`config.mk`:
```
export PLATFORM = sky130hd
export DESIGN_NAME = encoder_arbiter
export DESIGN_NICKNAME = d
export VERILOG_FILES = /design/src/rtl/encoder_arbiter_pkg.sv /design/src/rtl/encoder_arbiter_onehot_enc.sv /design/src/rtl/encoder_arbiter.sv
export SDC_FILE = /design/constraint.sdc
export NUM_CORES = 1
export LEC_CHECK = 0
export ABC_CLOCK_PERIOD_IN_PS = 2400
export CAP_MARGIN = 30
export CELL_PAD_IN_SITES_DETAIL_PLACEMENT = 1
export CELL_PAD_IN_SITES_GLOBAL_PLACEMENT = 2
export CORE_MARGIN = 4
export CORE_UTILIZATION = 27
export CTS_BUF_LIST = sky130_fd_sc_hd__clkbuf_8 sky130_fd_sc_hd__clkbuf_16
export CTS_CLUSTER_DIAMETER = 200
export DETAILED_ROUTE_END_ITERATION = 12
export GPL_TIMING_DRIVEN = 0
export PLACE_DENSITY_LB_ADDON = 0.1
export SLEW_MARGIN = 0
export SYNTH_ARGS = -nofsm -noshare
export SYNTH_HDL_FRONTEND = slang
export SYNTH_SLANG_ARGS = --single-unit
```
`constraint.sdc`:
```
create_clock -name clk -period 2.4 [get_ports clk]
set_clock_uncertainty 0.05 [all_clocks]
set_input_delay 0.6 -clock clk [delete_from_list [all_inputs] [get_ports clk]]
set_output_delay 0.6 -clock clk [all_outputs]
set_load 0.02 [all_outputs]
```
`src/rtl/encoder_arbiter_pkg.sv`:
```
// encoder_arbiter_pkg
// Shared constants and types for the four-requester round-robin arbiter.
//   N_REQ       number of requesters
//   IDX_W       width of the encoded grant index
//   HOLD_CNT_W  width of the grant hold counter (timeout build only)
//   arb_state_t arbiter FSM states
package encoder_arbiter_pkg;

  localparam int N_REQ      = 4;
  localparam int IDX_W      = 2;
  localparam int HOLD_CNT_W = 8;

  typedef enum logic {
    IDLE  = 1'b0,
    GRANT = 1'b1
  } arb_state_t;

endpackage

```
`src/rtl/encoder_arbiter_onehot_enc.sv`:
```
// arb_onehot_enc
// Combinational one-hot to binary index encoder. An all-zero input encodes
// to index 0. The input is assumed to be one-hot or zero.
// Ports:
//   onehot  in   N_REQ-bit one-hot vector
//   idx     out  IDX_W-bit index of the set bit
module arb_onehot_enc
  import encoder_arbiter_pkg::*;
(
  input  logic [N_REQ-1:0] onehot,
  output logic [IDX_W-1:0] idx
);

  // Index bit gi is the OR of every one-hot position whose binary index has
  // bit gi set.
  genvar gi;
  for (gi = 0; gi < IDX_W; gi++) begin : g_bit
    logic [N_REQ-1:0] sel;
    always_comb begin
      sel = '0;
      for (int j = 0; j < N_REQ; j++) begin
        sel[j] = onehot[j] & j[gi];
      end
    end
    assign idx[gi] = |sel;
  end

endmodule

```
`src/rtl/encoder_arbiter.sv`:
```
// encoder_arbiter
// Four-requester round-robin arbiter with registered one-hot grant and
// encoded grant index. A grant is held until its owner drops its request;
// every release is followed by exactly one idle cycle.
// Optional feature macro: ARB_TIMEOUT_EN -- limits each grant to HOLD_MAX
// consecutive cycles and pulses gnt_expired on a forced release.
// Ports:
//   clk          in   rising-edge clock
//   reset        in   synchronous active-high reset
//   req[3:0]     in   level-sensitive requests
//   gnt[3:0]     out  registered one-hot grant (or zero)
//   num[1:0]     out  registered index of gnt (0 when gnt is zero)
//   gnt_valid    out  registered |gnt
//   gnt_expired  out  one-cycle forced-release pulse (0 without the macro)
module encoder_arbiter
  import encoder_arbiter_pkg::*;
#(
  parameter int HOLD_MAX = 8
) (
  input  logic             clk,
  input  logic             reset,
  input  logic [N_REQ-1:0] req,
  output logic [N_REQ-1:0] gnt,
  output logic [IDX_W-1:0] num,
  output logic             gnt_valid,
  output logic             gnt_expired
);

  if (HOLD_MAX < 2 || HOLD_MAX > 255) begin : g_hold_max_check
    $error("encoder_arbiter: HOLD_MAX must be in 2..255");
  end

  arb_state_t       state_q, state_d;
  logic [IDX_W-1:0] ptr_q, ptr_d;
  logic [N_REQ-1:0] gnt_q, gnt_d;
  logic [IDX_W-1:0] num_q, num_d;
  logic             gnt_valid_q, gnt_valid_d;

  logic             found;
  logic [IDX_W-1:0] cand;
  logic [IDX_W-1:0] win;

`ifdef ARB_TIMEOUT_EN
  localparam logic [HOLD_CNT_W-1:0] HOLD_LAST = HOLD_CNT_W'(HOLD_MAX - 1);
  logic [HOLD_CNT_W-1:0] hold_cnt_q, hold_cnt_d;
  logic                  gnt_expired_q, gnt_expired_d;
`endif

  // num is derived from the next grant so both register on the same edge.
  arb_onehot_enc u_enc (
    .onehot (gnt_d),
    .idx    (num_d)
  );

  always_comb begin
    state_d     = state_q;
    ptr_d       = ptr_q;
    gnt_d       = gnt_q;
    found       = 1'b0;
    cand        = '0;
    win         = '0;
`ifdef ARB_TIMEOUT_EN
    hold_cnt_d    = hold_cnt_q;
    gnt_expired_d = 1'b0;
`endif

    case (state_q)
      IDLE: begin
        // Search ptr, ptr+1, ... (2-bit wrap); first active request wins.
        for (int k = 0; k < N_REQ; k++) begin
          cand = ptr_q + IDX_W'(k);
          if (!found && req[cand]) begin
            found = 1'b1;
            win   = cand;
          end
        end
        if (found) begin
          gnt_d   = N_REQ'(1) << win;
          ptr_d   = win + IDX_W'(1);
          state_d = GRANT;
`ifdef ARB_TIMEOUT_EN
          hold_cnt_d = '0;
`endif
        end else begin
          gnt_d = '0;
        end
      end

      GRANT: begin
        // num_q is the current owner's index.
        if (!req[num_q]) begin
          gnt_d   = '0;
          state_d = IDLE;
        end
`ifdef ARB_TIMEOUT_EN
        else if (hold_cnt_q == HOLD_LAST) begin
          gnt_d         = '0;
          state_d       = IDLE;
          gnt_expired_d = 1'b1;
        end else begin
          hold_cnt_d = hold_cnt_q + HOLD_CNT_W'(1);
        end
`endif
      end

      default: begin
        gnt_d   = '0;
        state_d = IDLE;
      end
    endcase

    gnt_valid_d = |gnt_d;
  end

  always_ff @(posedge clk) begin
    if (reset) begin
      state_q     <= IDLE;
      ptr_q       <= '0;
      gnt_q       <= '0;
      num_q       <= '0;
      gnt_valid_q <= 1'b0;
    end else begin
      state_q     <= state_d;
      ptr_q       <= ptr_d;
      gnt_q       <= gnt_d;
      num_q       <= num_d;
      gnt_valid_q <= gnt_valid_d;
    end
  end

`ifdef ARB_TIMEOUT_EN
  always_ff @(posedge clk) begin
    if (reset) begin
      hold_cnt_q    <= '0;
      gnt_expired_q <= 1'b0;
    end else begin
      hold_cnt_q    <= hold_cnt_d;
      gnt_expired_q <= gnt_expired_d;
    end
  end

  assign gnt_expired = gnt_expired_q;
`else
  assign gnt_expired = 1'b0;
`endif

  assign gnt       = gnt_q;
  assign num       = num_q;
  assign gnt_valid = gnt_valid_q;

endmodule

```
# == Yosys cells after proc, flatten, opt, wreduce, memory -nomap -nowiden ==
# Index checks and enable logic that the tools add are counted.
# totals
word_cells,55
output_inout_bits,8
register_bits,10
# op_classes
n_addsub,4
bitwise_logic,1
reduce_logical,10
muxes,29
order_cmp,5
shifts,1
# ops
cell,count
$lt 2x3->1 const B,5
$mux 1,15
$bmux 1 s2,5
$mux 2,5
$mux 4,2
$pmux 4 s2,1
$add 2x1->2 const B,2
$add 2x2->2 const B,2
$reduce_or 2->1,2
$reduce_or 4->1,1
$shl 1x2->4 const A,1
$logic_and 1x1->1,3
$logic_not 1->1,3
$pmux 1 s2,1
$reduce_and 2->1,1
$not 1->1,1

# == Depth between registers and ports, before layout ==
# Gate-level depths: netlist of run 1.
# logic_depth
word_depth,20
mapped_depth,7

# == Hierarchy ==
# A second synthesis of run 1 with hierarchy kept.
# hier_totals
cells_unflattened,63
hier_area_um2,596.8
# modules_own_cells
mod,n_inst,area_each_um2,cells_each
encoder_arbiter,1,584.3,61
arb_onehot_enc,1,12.5,2

# == Least setup slack after synthesis of run 1 ==
# OpenSTA, ideal clock, no wires.
# synth_timing
path_type,in2reg
startpoint,input req[2]
endpoint,"register gnt_valid_q, in the netlist gnt_valid"
setup_time_ns,0.130
path_slack_ns,0.295
t_arrival_ns,1.924
cell_stages,5
cell_sequence,nor4_1 and2b_1 ha_1 nor4_1 o22ai_1
# synth_between
elab_chain_len,20
elab_cells_between_ends,34
cone_classes,1 x shift; 26 x mux; 7 x reduce/logical
# synth_lines
item,line_no,source
from (decl),encoder_arbiter.sv:22,"input logic [N_REQ-1:0] req,"
$bmux 1 s2,encoder_arbiter.sv:72,if (!found && req[cand]) begin
$mux 1 (not written as such),encoder_arbiter.sv:72,
$mux 1,encoder_arbiter.sv:72,
$mux 1,encoder_arbiter.sv:67,case (state_q)
$logic_not 1->1,encoder_arbiter.sv:72,
$logic_and 1x1->1,encoder_arbiter.sv:72,
$mux 1,encoder_arbiter.sv:72,
$mux 1,encoder_arbiter.sv:67,
[4 not listed],-,
$logic_not 1->1,encoder_arbiter.sv:72,
$logic_and 1x1->1,encoder_arbiter.sv:72,
$mux 2,encoder_arbiter.sv:72,
$mux 2,encoder_arbiter.sv:67,
$shl 1x2->4,encoder_arbiter.sv:78,gnt_d = N_REQ'(1) << win;
$mux 4,encoder_arbiter.sv:77,if (found) begin
$pmux 4 s2 *,encoder_arbiter.sv:67,
$reduce_or 4->1 *,encoder_arbiter.sv:112,gnt_valid_d = |gnt_d;
to (signal assigned),encoder_arbiter.sv:127,gnt_valid_q <= gnt_valid_d;
to (decl),encoder_arbiter.sv:37,"logic gnt_valid_q, gnt_valid_d;"
# Mark *: on every way between the ends. The rest lies on a longest branch, timed or not. The select of a mux whose other input is x is not followed.
# A chain may end at the register's enable or synchronous reset.

# == Worst setup path in the final report of run 1 ==
# layout_timing
startpoint,input req[3]
endpoint,"register gnt_valid_q, in the netlist gnt_valid"
# Same word-level chain as after synthesis.

==> flow_metrics.env, run 1 <==
export IMPL_outcome="finished, final reports clean"
export IMPL_gp_congestion=0.656
export IMPL_max_slew_margin_rel=0.574
export IMPL_final_area_um2=777
export IMPL_final_max_slew_viol_count=0
export IMPL_place_area_um2=682
export IMPL_die_h_um=52.3
export IMPL_drt_pre_antenna_iters=2
export IMPL_power_density_mw_per_mm2=824
export IMPL_cts_hold_buf=0
export IMPL_synth_area_um2=531
export IMPL_clock_sinks=10
export IMPL_syn_inst=57
export IMPL_critical_path_arrival_ps=2310
export IMPL_layout_common_cells="10 x dfxtp_1, 9 x clkdlybuf4s50_1, 6 x o21ai_0"
export IMPL_dieArea_mm2=0.00274
export IMPL_fmax_ghz=0.445
export IMPL_nets=84
export IMPL_p_leak_nw=0.318
export IMPL_synth_top_area_frac=0.377
export IMPL_rsz0062_at_grt="no"
export IMPL_peakVddDrop_uv=324
export IMPL_syn_to_final_growth_pct=46.5
export IMPL_cts_root_buf="clkbuf_8"
export IMPL_cts_tree="yes"
export IMPL_vias_per_cell=4.97
export IMPL_tightestPinTransition_ps=634
export IMPL_grt_antenna_before_repair=0
export IMPL_drc=0
export IMPL_ioPinCount=14
export IMPL_grt_max_degree=7
export IMPL_crit_start="req[3]"
export IMPL_ant_nets=0
export IMPL_critical_path_required_ps=2470
export IMPL_stdcell_count=98
export IMPL_reg2reg_setup_slack_ps=430
export IMPL_fillers=211
export IMPL_p_total_w=0.000640
export IMPL_setup_worst_path_start_class="input port"
export IMPL_post_dp_hpwl_um=990
export IMPL_worstHoldEndpoint="ptr_q[0]$_SDFFE_PP0P_"
export IMPL_rows=15
export IMPL_hold_depth=2
export IMPL_final_common_cell="dfxtp_1"
export IMPL_synth_area_top_cells="dfxtp_1 38%, ha_1 9.4%, a22o_1 6.6%"
export IMPL_drt_wl_total_um=1290
export IMPL_yosysWarnings=0
export IMPL_seq_area_frac_synth=0.377
export IMPL_reg2reg_to="gnt_valid$_SDFF_PP0_"
export IMPL_tns_ps=0
export IMPL_place_inst=94
export IMPL_cts_buffers=3
export IMPL_yosys_register_bits=10
export IMPL_ys_types=26
export IMPL_drt_iter0_markers=1
export IMPL_period_minus_slack_ps=2250
export IMPL_initial_utilization=0.294
export IMPL_drv_cap=0
export IMPL_syn_nets=67
export IMPL_fin_crit_sh=0.937
export IMPL_setup_viol=0
export IMPL_hold_viol_final=0
export IMPL_grt_usage=0.116
export IMPL_portBuffers=12
export IMPL_grt_overflow_total=0
export IMPL_grt_pass1_vias=501
export IMPL_die_w_um=52.3
export IMPL_endpoint_kind="flip-flop"
export IMPL_cp_max_fo=4
export IMPL_hp_class="reg2reg"
export IMPL_wire_per_inst_um=13.2
export IMPL_utilization=0.431
export IMPL_layout_drive_gt1_share=0.164
export IMPL_path_class="in2reg"
export IMPL_htreeDepth=1
export IMPL_clk_latency_ps=240
export IMPL_grt_pass1_wl_um=2270
export IMPL_postSynthAreaPerCell_um2=9.31
export IMPL_r2r_worst_path_cells=6
export IMPL_path_clk_slew_ps=50
export IMPL_cts_buffer_depth=2
export IMPL_diodes=0
export IMPL_yosysTopAreaCell="dfxtp_1"
export IMPL_worstHoldStart="ptr_q[0]$_SDFFE_PP0P_"
export IMPL_coreArea_mm2=0.00180
export IMPL_routed_via_count=487
export IMPL_r2r_start="ptr_q[1]$_SDFFE_PP0P_"
## how the worst max path moves through the flow
stage	end	slack [ps]	cells past startpoint
3_5_place_dp	gnt_valid$_SDFF_PP0_	-520	6
6_report	gnt_valid$_SDFF_PP0_	150	7
4_1_cts	gnt_valid$_SDFF_PP0_	20	6
5_1_grt	gnt_valid$_SDFF_PP0_	6	7
2_1_floorplan	gnt_valid$_SDFF_PP0_	300	5
3_3_place_gp	gnt_valid$_SDFF_PP0_	-580	6
## cell families after synthesis
| kind of cell | after synthesis | synth area share |
|---|---|---|
| muxes | 2 | 0.0637 |
| AOI/OAI and AO/OA | 18 | 0.224 |
| other | 1 | 0.00707 |
| and+or+nand+nor | 17 | 0.177 |
| DFF | 10 | 0.377 |
| adders and majority gates | 4 | 0.0943 |
| buffers and inverters | 5 | 0.0566 |
## registers in the layout, summed over array words and instances, names as in the netlist
register   flops
state_q        1
gnt_valid      1
num            2
gnt            4
ptr_q          2
## area by class of cell
type	count	area (um^2)	share of cell area
Multi-Input combinational cell	42	344	0.443
Sequential cell	10	200	0.258
Timing Repair Buffer	12	116	0.150
Clock buffer	4	55.1	0.0709
Tap cell	25	31.3	0.0403
Buffer	2	18.8	0.0242
Inverter	3	11.3	0.0145
## per-layer routing
metal | track usage | share of wire | vias to the layer above
li1 | - | - | 240
met1 | 0.149 | 0.49 | 236
met2 | 0.163 | 0.46 | 7
met3 | 0.0342 | 0.033 | 4
met4 | 0.0766 | 0.021 | 0
met5 | 0 | 0 | -
## critical path: stages
cell             delay [ps]
clkdlybuf4s50_1         580
inv_1                   110
a221oi_4                300
nand2b_1                120
ha_1                    240
nor4_2                  250
o22ai_1                 110
## power breakdown
part / internal, W / leakage [nW] / switching (W)
Clock: 0.000145 / 0.0288 / 0.0000702
Combinational: 0.000101 / 0.207 / 0.000106
Sequential: 0.000194 / 0.0824 / 0.0000240
## metrics by stage
stage          hold WS [ps]  worst slack [ps]
6_report                453               151
2_1_floorplan           423               295
5_1_grt                 505              6.12
3_5_place_dp            455              -521
4_1_cts                 464              18.9
3_3_place_gp            442              -579
## cells in the mapped netlist
library cell / count
nand2_1: 5
a221oi_1: 1
o22a_1: 1
buf_6: 1
buf_4: 1
o21ai_0: 6
ha_1: 4
mux2_2: 1
nor3b_1: 1
mux4_2: 1
conb_1: 1
nand3b_1: 1
nor4_1: 3
a22o_1: 4
and3b_1: 1
and2b_1: 1
inv_1: 3
o22ai_1: 1
o21a_1: 1
nor2_1: 2
nor3_1: 1
a21oi_1: 3
dfxtp_1: 10
a211oi_1: 1
or3_1: 1
nand2b_1: 1
## what timing repair did
item	in CTS	in global routing
resized for setup	8	1
cloned	0	0
buffers inserted	0	0
setup endpoints to repair	4	1
pin swaps	0	1
Power figures use the tool's default switching activity.
==> run 2, diff against run 1 <==
--- a/config.mk
+++ b/config.mk
@@ -9,7 +9,7 @@
 export CAP_MARGIN = 30
 export CELL_PAD_IN_SITES_DETAIL_PLACEMENT = 1
 export CELL_PAD_IN_SITES_GLOBAL_PLACEMENT = 2
-export CORE_MARGIN = 4
+export CORE_MARGIN = 10
 export CORE_UTILIZATION = 27
 export CTS_BUF_LIST = sky130_fd_sc_hd__clkbuf_8 sky130_fd_sc_hd__clkbuf_16
 export CTS_CLUSTER_DIAMETER = 200
==> run 2 against run 1 <==
Compared with the run above: core utilization is 0.14 points higher; cell area rose by 0.32%; combinational power about the same; highest routed layer unchanged; via count down 1.4%; first-iteration DRC count rose to 3.0 times the previous value; final cell count did not move.
==> flow_metrics.env, run 2 (synthesis gave the netlist of run 1 again) <==
export IMPL_coreArea_mm2=0.00180
export IMPL_nets=84
export IMPL_gp_congestion=0.627
export IMPL_p_leak_nw=0.327
export IMPL_cts_hold_buf=0
export IMPL_cp_max_fo=6
export IMPL_rsz0062_at_grt="no"
export IMPL_diodes=0
export IMPL_path_class="in2reg"
export IMPL_post_place_ws_ps=-568
export IMPL_wl_met2_um=664
export IMPL_portBuffers=12
export IMPL_tns_ps=0
export IMPL_r2r_start="ptr_q[1]$_SDFFE_PP0P_"
export IMPL_grt_overflow_total=0
export IMPL_fin_crit_sh=0.933
export IMPL_htreeDepth=1
export IMPL_final_area_um2=779
export IMPL_initial_utilization=0.294
export IMPL_swShare=0.315
export IMPL_stdcell_count=98
export IMPL_crit_family="compound AO/OA/AOI/OAI gates"
export IMPL_power_frac_comb=0.328
export IMPL_power_switching_w=0.000202
export IMPL_grt_usage=0.0708
export IMPL_setup_viol=0
export IMPL_setup_worst_path_start_class="input port"
export IMPL_maxUsedRoutingLayer="met4"
export IMPL_drc=0
export IMPL_die_w_um=64.3
export IMPL_syn_to_final_growth_pct=46.9
export IMPL_endpoint_kind="flip-flop"
export IMPL_reg2reg_to="gnt_valid$_SDFF_PP0_"
export IMPL_period_minus_slack_ps=2240
export IMPL_power_density_mw_per_mm2=823
export IMPL_cts_tree="yes"
export IMPL_cts_root_buf="clkbuf_8"
export IMPL_path_depth=7
export IMPL_met1Wirelength_um=624
export IMPL_cp_slowest_stage_delay_ps=360
export IMPL_ioPinCount=14
export IMPL_fmax_ghz=0.446
export IMPL_tightestPinTransition_ps=627
export IMPL_layout_common_cells="10 x dfxtp_1, 8 x clkdlybuf4s50_1, 6 x o21ai_0"
export IMPL_post_cts_buffers=0
export IMPL_grt_antenna_before_repair=0
export IMPL_r2r_worst_path_cells=6
export IMPL_critical_path_arrival_ps=2300
export IMPL_final_common_cell="dfxtp_1"
export IMPL_intPower_w=0.000440
export IMPL_routed_via_count=480
export IMPL_utilization=0.433
export IMPL_pwr_share_clk=0.332
export IMPL_post_dp_hpwl_um=1100
export IMPL_layout_drive_gt1_share=0.164
export IMPL_cts_buffers=3
export IMPL_clk_latency_ps=240
export IMPL_final_max_slew_viol_count=0
export IMPL_drt_wl_total_um=1390
export IMPL_max_slew_margin_rel=0.579
export IMPL_grt_pass1_vias=501
export IMPL_place_area_um2=682
export IMPL_vias_per_cell=4.90
export IMPL_grt_max_degree=7
export IMPL_dieArea_mm2=0.00414
export IMPL_clock_sinks=10
export IMPL_die_h_um=64.3
export IMPL_route_met3_wl_um=84
export IMPL_place_inst=94
export IMPL_grt_pass1_wl_um=2300
export IMPL_path_buf_inv=1
export IMPL_wire_per_inst_um=14.2
export IMPL_reg2reg_setup_slack_ps=370
export IMPL_drt_pre_antenna_iters=2
export IMPL_fin_ws_ps=160
export IMPL_p_seq_frac=0.340
export IMPL_hold_viol_final=0
export IMPL_peakVddDrop_uv=467
export IMPL_cts_buffer_depth=2
export IMPL_ant_nets=0
export IMPL_worstHoldStart="ptr_q[0]$_SDFFE_PP0P_"
export IMPL_largest_reg_flops=4
export IMPL_critical_path_required_ps=2460
export IMPL_drt_iter0_markers=3
export IMPL_path_clk_slew_ps=50
export IMPL_drv_cap=0
export IMPL_worstHoldEndpoint="ptr_q[0]$_SDFFE_PP0P_"
export IMPL_hp_class="reg2reg"
export IMPL_hold_depth=2
export IMPL_rows=15
export IMPL_path_cells="dlygate4sd2_1 > o21ai_0 > a221oi_4 > nand2b_1 > ha_1 > nor4_2 > o22ai_1"
export IMPL_outcome="finished, final reports clean"
export IMPL_slowest_stage="dlygate4sd2_1"
-- run 2: cell types whose count changed in the layout (fill, tap and decap cells not counted) --
| cell | change |
|---|---|
| clkdlybuf4s50_1 | -1 |
| dlymetal6s2s_1 | +1 |
-- run 2: layer usage --
metal	vias to the layer above	track usage
met4	0	0.0241
met5	-	0
met3	4	0.0418
met1	228	0.0731
li1	240	-
met2	8	0.117
-- run 2: worst register-to-register path, stage by stage, from the launching register on --
cell      delay [ps]
dfxtp_1          430
mux2_2           390
a221oi_4         260
nand2b_1         130
ha_1             240
nor4_2           280
o22ai_1          120
-- run 2: worst max path at each step --
stage	startpoint	end	slack, ps
CTS	req[3]	gnt_valid$_SDFF_PP0_	20
detailed placement	req[2]	gnt_valid$_SDFF_PP0_	-570
global placement	req[2]	gnt_valid$_SDFF_PP0_	-570
global route	req[1]	gnt_valid$_SDFF_PP0_	70
floorplan	req[2]	gnt_valid$_SDFF_PP0_	300
finish	req[1]	gnt_valid$_SDFF_PP0_	160
-- run 2: final cells by class --
| class | count | area, um^2 |
|---|---|---|
| clock buffers | 4 | 55.1 |
| flip-flops and latches | 10 | 200 |
| repair buffers | 12 | 119 |
| fillers | 217 | 1020 |
| plain buffers | 2 | 18.8 |
| multi-input cells | 42 | 344 |
| inverters | 3 | 11.3 |
| well taps | 25 | 31.3 |
-- run 2: power by group through the flow --
| stage | logic (W) | registers [W] | clock network (W) |
|---|---|---|---|
| CTS | 0.000212 | 0.000218 | 0.000218 |
| finish | 0.000211 | 0.000218 | 0.000213 |
| global placement | 0.000192 | 0.000220 | 0 |
| floorplan | 0.000100 | 0.000238 | 0 |
| detailed placement | 0.000193 | 0.000221 | 0 |
| global route | 0.000230 | 0.000224 | 0.000226 |
-- run 2: metrics by stage --
step / hold WS [ps] / total power, W
finish: 450 / 0.000642
global route: 510 / 0.000680
CTS: 462 / 0.000647
detailed placement: 455 / 0.000413
global placement: 441 / 0.000412
floorplan: 423 / 0.000338
-- run 2: timing repair --
item                                    in CTS  in global routing
pin swaps                                    0                  1
endpoints found under the setup margin       4                  1
cloned                                       0                  0
gates resized for setup                      9                  1
==> run 3, diff against run 2 <==
--- a/config.mk
+++ b/config.mk
@@ -6,7 +6,7 @@
 export NUM_CORES = 1
 export LEC_CHECK = 0
 export ABC_CLOCK_PERIOD_IN_PS = 2400
-export CAP_MARGIN = 30
+export CAP_MARGIN = 20
 export CELL_PAD_IN_SITES_DETAIL_PLACEMENT = 1
 export CELL_PAD_IN_SITES_GLOBAL_PLACEMENT = 2
 export CORE_MARGIN = 10
@@ -15,7 +15,7 @@
 export CTS_CLUSTER_DIAMETER = 200
 export DETAILED_ROUTE_END_ITERATION = 12
 export GPL_TIMING_DRIVEN = 0
-export PLACE_DENSITY_LB_ADDON = 0.1
+export PLACE_DENSITY = 0.86
 export SLEW_MARGIN = 0
 export SYNTH_ARGS = -nofsm -noshare
 export SYNTH_HDL_FRONTEND = slang
==> run 3 against run 2 <==
Compared with the run above: clock power hardly changed; cell area increased by 0.96%; combinational power hardly changed; global-route usage rose by 0.59 points; register-to-register slack worse by 30 ps; power grew 0.51%; via count grew 3.3%; final cell count up 1.0%; clock-buffer cell count did not move; largest cell class unchanged.
==> flow_metrics.env, run 3 (synthesis gave the netlist of run 1 again) <==
export IMPL_cp_max_fo=6
export IMPL_dieArea_mm2=0.00414
export IMPL_htreeDepth=1
export IMPL_endpoint_kind="flip-flop"
export IMPL_cts_root_buf="clkbuf_8"
export IMPL_layout_drive_gt1_share=0.176
export IMPL_initial_utilization=0.294
export IMPL_critical_path_required_ps=2460
export IMPL_rsz0062_at_grt="no"
export IMPL_layout_common_cells="10 x dfxtp_1, 8 x clkdlybuf4s50_1, 6 x o21ai_0"
export IMPL_fmax_ghz=0.442
export IMPL_post_dp_hpwl_um=1090
export IMPL_grt_usage=0.0768
export IMPL_clk_latency_ps=240
export IMPL_period_minus_slack_ps=2260
export IMPL_routed_via_count=496
export IMPL_final_common_cell="dfxtp_1"
export IMPL_tightestPinTransition_ps=663
export IMPL_critical_path_arrival_ps=2320
export IMPL_vias_per_cell=5.01
export IMPL_post_place_ws_ps=-583
export IMPL_cts_buffer_depth=2
export IMPL_path_cells="dlygate4sd2_1 > o21ai_0 > a221oi_4 > nand2b_1 > ha_1 > nor4_2 > o22ai_1"
export IMPL_portBuffers=12
export IMPL_ant_nets=0
export IMPL_cts_hold_buf=0
export IMPL_drt_wl_total_um=1460
export IMPL_hp_class="reg2reg"
export IMPL_cp_slowest_stage_delay_ps=380
export IMPL_drv_cap=0
export IMPL_use_met1=0.0877
export IMPL_drt_pre_antenna_iters=4
export IMPL_gp_congestion=0.709
export IMPL_p_leak_nw=0.333
export IMPL_drt_iter0_markers=7
export IMPL_power_density_mw_per_mm2=820
export IMPL_rows=15
export IMPL_fin_ws_ps=136
export IMPL_path_class="in2reg"
export IMPL_fin_crit_sh=0.943
export IMPL_hold_viol_final=0
export IMPL_die_w_um=64.3
export IMPL_final_max_slew_viol_count=0
export IMPL_met2_usage=0.117
export IMPL_cts_buffers=3
export IMPL_nets=85
export IMPL_peakVddDrop_uv=304
export IMPL_outcome="finished, final reports clean"
export IMPL_utilization=0.437
export IMPL_largest_reg_flops=4
export IMPL_cts_tree="yes"
export IMPL_busiest_layer="met2"
export IMPL_die_h_um=64.3
export IMPL_syn_to_final_growth_pct=48.3
export IMPL_setup_worst_path_start_class="input port"
export IMPL_grt_overflow_total=0
export IMPL_grt_pass1_vias=517
export IMPL_clock_sinks=10
export IMPL_grt_use_met3=0.0383
export IMPL_diodes=0
export IMPL_grt_pass1_wl_um=2550
export IMPL_grt_max_degree=7
export IMPL_max_slew_margin_rel=0.555
export IMPL_grt_antenna_before_repair=0
export IMPL_path_clk_slew_ps=50
export IMPL_p_total_w=0.000645
export IMPL_setup_viol=0
export IMPL_ioPinCount=14
export IMPL_coreArea_mm2=0.00180
export IMPL_drc=0
export IMPL_wire_per_inst_um=14.7
export IMPL_slowest_stage="dlygate4sd2_1"
run 3: path summary, 6_finish.rpt:
check / cells after the start / slack (ps) / startpoint / end
setup / recovery: 7 / 140 / req[1] / gnt_valid$_SDFF_PP0_
hold / removal: 2 / 450 / ptr_q[0]$_SDFFE_PP0P_ / ptr_q[0]$_SDFFE_PP0P_
setup reg to reg: 6 / 340 / ptr_q[1]$_SDFFE_PP0P_ / gnt_valid$_SDFF_PP0_
hold reg to reg: 2 / 450 / ptr_q[0]$_SDFFE_PP0P_ / ptr_q[0]$_SDFFE_PP0P_
run 3: final cells by class:
class | instances | area [um^2]
Buffer | 2 | 18.8
Clock buffer | 4 | 55.1
Fill cell | 223 | 1010
Inverter | 3 | 11.3
Multi-Input combinational cell | 42 | 344
Sequential cell | 10 | 200
Tap cell | 25 | 31.3
Timing Repair Buffer | 13 | 126
run 3: power breakdown:
part	switching (W)	internal [W]	leakage, nW
sequential	0.0000249	0.000194	0.0824
combinational	0.000110	0.000101	0.222
clock	0.0000695	0.000144	0.0288
run 3: worst max-delay path, delay by kind of cell:
kind | cells | cell delay [ps]
compound gates | 3 | 690
buf+inv | 1 | 380
fa+ha+maj | 1 | 270
simple gates | 2 | 400
run 3: timing repair:
item / CTS / global route
endpoints found under the setup margin: 7 / 1
resized for setup: 9 / 1
gates cloned: 0 / 0
buffers inserted: 1 / 0
endpoints found under the hold margin: 0 / 0
pin swaps: 1 / 0
run 3: metal layers:
metal | vias up | part of all wire
li1 | 243 | -
met1 | 239 | 0.42
met2 | 12 | 0.51
met3 | 2 | 0.066
met4 | 0 | 0.0096
met5 | - | 0
run 3: metrics by stage:
stage	setup TNS (ps)	hold WS [ps]	std cells	cell area (um^2)
finish	0	450	99	787
global route	0	481	99	787
CTS	0	453	99	785
detailed placement	-2630	447	94	682
global placement	-2180	440	94	682
floorplan	0	423	57	531
